## config.mk

```make
export PLATFORM = sky130hd
export DESIGN_NAME = branch_predictor_btb
export DESIGN_NICKNAME = d
export VERILOG_FILES = /design/src/rtl/rv32i_types_pkg.sv /design/src/rtl/predictor_update_if.sv /design/src/rtl/sat_counter2.sv /design/src/rtl/branch_predictor_btb.sv
export SDC_FILE = /design/constraint.sdc
export NUM_CORES = 2
export LEC_CHECK = 0
export CORE_UTILIZATION = 55
export CTS_CLUSTER_DIAMETER = 120
export CTS_CLUSTER_SIZE = 28
export DETAILED_ROUTE_END_ITERATION = 10
export PLACE_DENSITY = 0.74
export SETUP_SLACK_MARGIN = 0.02
export SLEW_MARGIN = 40
export SYNTH_ARGS = -nofsm -noshare
export SYNTH_HDL_FRONTEND = slang
export SYNTH_HIERARCHICAL = 1
export SYNTH_SLANG_ARGS = --single-unit
export TNS_END_PERCENT = 100
```

## constraint.sdc

```tcl
create_clock -name CLK -period 9.8 [get_ports CLK]
set_input_delay 2.94 -clock CLK [delete_from_list [all_inputs] [get_ports CLK]]
set_output_delay 2.94 -clock CLK [all_outputs]
set_load 0.01 [all_outputs]
```

## src/rtl/rv32i_types_pkg.sv

```systemverilog
// Shared core types: word width, BTB entry layout and 2-bit direction counter encodings.
package rv32i_types_pkg;
  localparam int WORD_SIZE = 32;

  typedef logic [WORD_SIZE-1:0] word_t;

  localparam logic [1:0] STRONG_NT = 2'b00;
  localparam logic [1:0] WEAK_NT   = 2'b01;
  localparam logic [1:0] WEAK_T    = 2'b10;
  localparam logic [1:0] STRONG_T  = 2'b11;

  // Tag kept word-wide and zero-extended so the layout is independent of ENTRIES;
  // the constant-zero upper bits are pruned in synthesis.
  typedef struct packed {
    logic       valid;
    word_t      tag;
    word_t      target;
    logic [1:0] ctr;
  } btb_entry_t;
endpackage

```

## src/rtl/predictor_update_if.sv

```systemverilog
// Branch resolution result bundle, driven by the resolve stage into the predictor.
interface predictor_update_if;
  import rv32i_types_pkg::*;
  logic  valid;
  word_t pc;
  logic  taken;
  word_t target;
  logic  pred_taken;
  word_t pred_target;

  modport resolve (output valid, pc, taken, target, pred_taken, pred_target);
  modport btb     (input  valid, pc, taken, target, pred_taken, pred_target);
endinterface

```

## src/rtl/sat_counter2.sv

```systemverilog
// 2-bit saturating up/down counter next-state function.
module sat_counter2
  import rv32i_types_pkg::*;
(
  input  logic [1:0] ctr,
  input  logic       up,
  output logic [1:0] next
);
  always_comb begin
    next = ctr;
    if (up) begin
      if (ctr != STRONG_T) next = ctr + 2'd1;
    end else begin
      if (ctr != STRONG_NT) next = ctr - 2'd1;
    end
  end
endmodule

```

## src/rtl/branch_predictor_btb.sv

```systemverilog
// Direct-mapped BTB with 2-bit direction counters, registered mispredict redirect
// and saturating branch/mispredict performance counters.
module branch_predictor_btb
  import rv32i_types_pkg::*;
#(
  parameter int ENTRIES = 16
) (
  input  logic        CLK,
  input  logic        nRST,
  input  word_t       fetch_pc,
  output logic        predict_taken,
  output word_t       predict_target,
  input  logic        update_valid,
  input  word_t       update_pc,
  input  logic        update_taken,
  input  word_t       update_target,
  input  logic        update_pred_taken,
  input  word_t       update_pred_target,
  output logic        redirect_valid,
  output word_t       redirect_pc,
  input  logic        stats_clear,
  output logic [31:0] branch_count,
  output logic [31:0] mispredict_count
);
  localparam int IDX_W = $clog2(ENTRIES);

  predictor_update_if upd ();
  assign upd.valid       = update_valid;
  assign upd.pc          = update_pc;
  assign upd.taken       = update_taken;
  assign upd.target      = update_target;
  assign upd.pred_taken  = update_pred_taken;
  assign upd.pred_target = update_pred_target;

  btb_entry_t tbl [ENTRIES];

  logic [IDX_W-1:0] f_idx, u_idx;
  word_t            f_tag, u_tag;
  logic             f_hit, u_hit, mispredict;
  logic [1:0]       ctr_next;

  assign f_idx = fetch_pc[IDX_W+1:2];
  assign u_idx = upd.pc[IDX_W+1:2];
  assign f_tag = fetch_pc >> (IDX_W + 2);
  assign u_tag = upd.pc >> (IDX_W + 2);

  // Prediction reads the pre-edge table: a same-index update is not bypassed.
  assign f_hit          = tbl[f_idx].valid && (tbl[f_idx].tag == f_tag);
  assign predict_taken  = f_hit && tbl[f_idx].ctr[1];
  assign predict_target = predict_taken ? tbl[f_idx].target : fetch_pc + 32'd4;

  assign u_hit      = tbl[u_idx].valid && (tbl[u_idx].tag == u_tag);
  assign mispredict = upd.valid &&
                      ((upd.pred_taken != upd.taken) ||
                       (upd.taken && (upd.pred_target != upd.target)));

  sat_counter2 u_ctr (
    .ctr  (tbl[u_idx].ctr),
    .up   (upd.taken),
    .next (ctr_next)
  );

  always_ff @(posedge CLK or negedge nRST) begin
    if (!nRST) begin
      for (int i = 0; i < ENTRIES; i++)
        tbl[i] <= '{valid: 1'b0, tag: '0, target: '0, ctr: WEAK_NT};
    end else if (upd.valid) begin
      if (u_hit) begin
        tbl[u_idx].ctr <= ctr_next;
        if (upd.taken) tbl[u_idx].target <= upd.target;
      end else if (upd.taken) begin
        tbl[u_idx] <= '{valid: 1'b1, tag: u_tag, target: upd.target, ctr: WEAK_T};
      end
    end
  end

  always_ff @(posedge CLK or negedge nRST) begin
    if (!nRST) begin
      redirect_valid <= 1'b0;
      redirect_pc    <= '0;
    end else begin
      redirect_valid <= mispredict;
      if (mispredict) redirect_pc <= upd.taken ? upd.target : upd.pc + 32'd4;
    end
  end

  always_ff @(posedge CLK or negedge nRST) begin
    if (!nRST) begin
      branch_count     <= '0;
      mispredict_count <= '0;
    end else if (stats_clear) begin
      branch_count     <= '0;
      mispredict_count <= '0;
    end else begin
      if (upd.valid && (branch_count != '1))   branch_count     <= branch_count + 32'd1;
      if (mispredict && (mispredict_count != '1)) mispredict_count <= mispredict_count + 32'd1;
    end
  end
endmodule
```

==> reports/results.tsv <==
stage	metric	value	unit
cts	CTS Buffer Depth	3	
power_and_ir_drop	Power Density	171	mW/mm²
hold_path	Hold WC Path Type	flip-flop to flip-flop	
timing	Tcrit/Tclk final	0.994	
logic_synthesis	commonest cells in the netlist	1057 x dfrtp_1, 957 x mux2_2, 398 x mux4_2	
logic_synthesis	Yosys cell types	73	
power_and_ir_drop	switch share	0.281	
floorplan	IO Count	264	
global_routing	first-pass GRT wire length	244	mm
status	status	complete, no violations	
place	Detail Placement HPWL	106	mm
drt	Routed WL per cell	30.7	µm
cts	worst skew pair latency	670	ps
critical_path	CP Class	primary input to output pin	
logic_synthesis	sequential fraction of the synthesis area	0.484	
power_and_ir_drop	Net Sw Power	2930	µW
cts	Hold Buf Count CTS	0	
power_and_ir_drop	Power Internal	7510	µW
logic_synthesis	largest area contributor in the netlist	dfrtp_1	
logic_synthesis	Synth area leaders	dfrtp_1 48%, mux2_2 19%, mux4_2 16%	
timing	final hold violations	0	
power_and_ir_drop	Gate power share	0.233	
cts	clock tree from TritonCTS	yes	
place	PortBufs	263	
logic_synthesis	Post-Syn Area	0.0556	mm²
drt	initial DRC count	4042	
cts	clock-pin transition on the worst setup and hold timing paths	100	ps
critical_path	Setup crit end kind	output pin	
global_routing	Tot GR Track Use	0.323	
final_layout	layout cell share with drive strength beyond 1	0.413	
timing	Setup WS post-layout	61.9	ps
timing	Worst slew margin	0.396	
timing	post-layout minimum cycle time	9740	ps
global_routing	GRT Residual Overflow	0	
drt	Vias	36000	
cts	clock sinks	1073	
global_routing	number of antenna violations at the first check in global routing	12	
logic_synthesis	async set-reset flop share out of synthesis	1.00	
floorplan	Die Area	0.102	mm²
logic_synthesis	Post-Synthesis Cells	3910	
place	GPL Wtd Cong	0.988	
global_routing	largest net degree at the start of global routing	133	
logic_synthesis	most frequent cell after synthesis	dfrtp_1	
drt	post-DR vias/cell	6.75	
logic_synthesis	Post-synth EDFFs	0	
power_and_ir_drop	VDD IR max	0.136	mV
final_layout	fill cell count	7551	
floorplan	Core Area	0.100	mm²
critical_path	required time worst endpoint	6860	ps
critical_path	Arrival @ worst endpoint	6800	ps
timing	worst-case clock skew	43.9	ps
logic_synthesis	Synth Warn #	6	
power_and_ir_drop	register share of total power	0.549	
power_and_ir_drop	Leakage	0.0258	µW
critical_path	CP Max Fanout	10	
cts	CTS HTree Levels	2	
logic_synthesis	post-synthesis register bit count	1073	
place	dpl ws	-65.8	ps
drt	Routed Antenna Nets	0	
logic_synthesis	post-synthesis average cell area	14.2	µm²
floorplan	row cnt	116	
drt	# DRC	0	
cts	CTS buffer count	44	
logic_synthesis	top cell type's share of synthesized area	0.476	
power_and_ir_drop	total power draw	10400	µW
timing	RSZ-0062 raised after global routing	true	
global_routing	vias in the first global route	35600	
logic_synthesis	most used flip-flop cell after synthesis	dfrtp_1	
timing	actual slew at the worst max-slew pin	903	ps
timing	FMAX	0.103	GHz
timing	Slew Viols, Final	0	
drt	drt total wl	164	mm
drt	drt pass-1 iters	7	
power_and_ir_drop	clock power share	0.217	
final_layout	Area Growth Syn to Fin	10.1	%
timing	final setup fails	0	
floorplan	Initial Util	0.555	
job	max_cap viols	0	
critical_path	critical path startpoint category	primary input	
final_layout	fin nets	4159	
cts	clock root buffer	clkbuf_16	
floorplan	Die W	320	µm
floorplan	Die Height	320	µm
logic_synthesis	syn_nets	4052	
==> cells in the final DEF, fill, tap and decap left out, types with 12 or more instances in the layout <==
cell type | netlist | final
dfrtp_1 | 1057 | 1057
mux2_2 | 957 | 957
mux4_2 | 398 | 398
clkdlybuf4s50_1 | 0 | 246
buf_4 | 19 | 139
nand2_1 | 129 | 128
nor2_1 | 120 | 106
o21ai_0 | 100 | 98
xnor2_1 | 88 | 84
xor2_1 | 79 | 79
nand3_1 | 68 | 68
nand4_1 | 57 | 57
mux2i_1 | 56 | 56
clkbuf_16 | 0 | 46
a21oi_1 | 40 | 39
mux2_1 | 34 | 34
or3_1 | 32 | 32
inv_1 | 31 | 29
nand2b_1 | 26 | 26
nor3_1 | 21 | 21
nor2b_1 | 21 | 21
and3_1 | 21 | 20
buf_12 | 1 | 16
dfstp_2 | 16 | 16
o211ai_1 | 15 | 15
o21ai_4 | 12 | 15
nor2_4 | 0 | 14
and4_1 | 12 | 12
==> final cells by class <==
type / count / area, µm² / share of cell area
multi-input combinational: 2432 / 27100 / 0.442
sequential: 1073 / 26900 / 0.439
timing repair buffer: 434 / 4300 / 0.0702
tap: 1298 / 1620 / 0.0265
clock buffer: 51 / 1150 / 0.0188
inverter: 32 / 123 / 0.00200
clock inverter: 3 / 41.3 / 0.000675
antenna: 3 / 7.51 / 0.000123
==> flip-flops by register name, summed over array words and instances (netlist names) <==
register and cells:
redirect_pc 32, tbl 976, branch_count 32, redirect_valid 1, mispredict_count 32
==> per-layer routing <==
layer  track usage  routed length, µm  vias to the layer above
li1              -                  -                    14700
met1         0.456              66400                    19300
met2         0.497              76000                     1659
met3        0.0793              15800                      277
met4        0.0948               5120                       22
met5             0                146                        -
==> stage by stage <==
step | utilization | cells | hold WS (ps) | TNS, ps | instance area, µm²
finish | 0.611 | 5326 | 510 | 0 | 61200
global route | 0.611 | 5324 | 521 | 0 | 61200
CTS | 0.609 | 5317 | 506 | 0 | 61000
detailed placement | 0.597 | 5260 | 474 | -910 | 59800
global placement | 0.596 | 5255 | 467 | -1370 | 59600
floorplan | - | 3910 | 451 | 0 | 55600
==> kinds of logic (layout without fill, tap and decap cells) <==
logic type | after synthesis | count (layout) | share of synthesized area
mux | 1445 | 1445 | 0.372
flops | 1073 | 1073 | 0.484
simple gates | 556 | 556 | 0.0515
buf+inv | 405 | 520 | 0.0330
compound gates | 254 | 254 | 0.0310
xor+xnor | 167 | 167 | 0.0263
fa+ha+maj | 10 | 10 | 0.00221
other cells | 0 | 3 | 0
==> repair_timing <==
item                       4_1_cts  5_1_grt
buffers inserted                 3        4
setup endpoints to repair       28       32
pin swaps                        1        3
resized for setup                3       11
cloned                           1        1
==> final timing paths <==
kind / start / end / slack, ps / cells after the start
setup / recovery: fetch_pc[2] / predict_taken / 60 / 12
hold / removal: tbl[623] / tbl[623] / 510 / 1
hold reg to reg: tbl[623] / tbl[623] / 510 / 1
setup reg to reg: tbl[917] / tbl[389] / 5240 / 10
min in group asynchronous: nRST / mispredict_count[30] / 2140 / 1
max in group asynchronous: nRST / tbl[433] / 5780 / 4
==> critical path: stages <==
cell	delay [ps]
buf_8	160
buf_12	160
buf_4	120
mux4_2	470
mux4_2	490
xnor2_1	190
nand4_1	240
buf_4	210
or4b_2	650
nor3_1	380
buf_4	230
clkdlybuf4s50_1	540
==> power by group through the flow <==
stage	sequential, µW	combinational [µW]	clock (µW)
detailed placement	5800	2410	0
CTS	5710	2420	2310
finish	5740	2440	2270
floorplan	5620	1730	0
global route	5830	2580	2460
global placement	5760	2340	0
(Power assumes the default switching activity.)
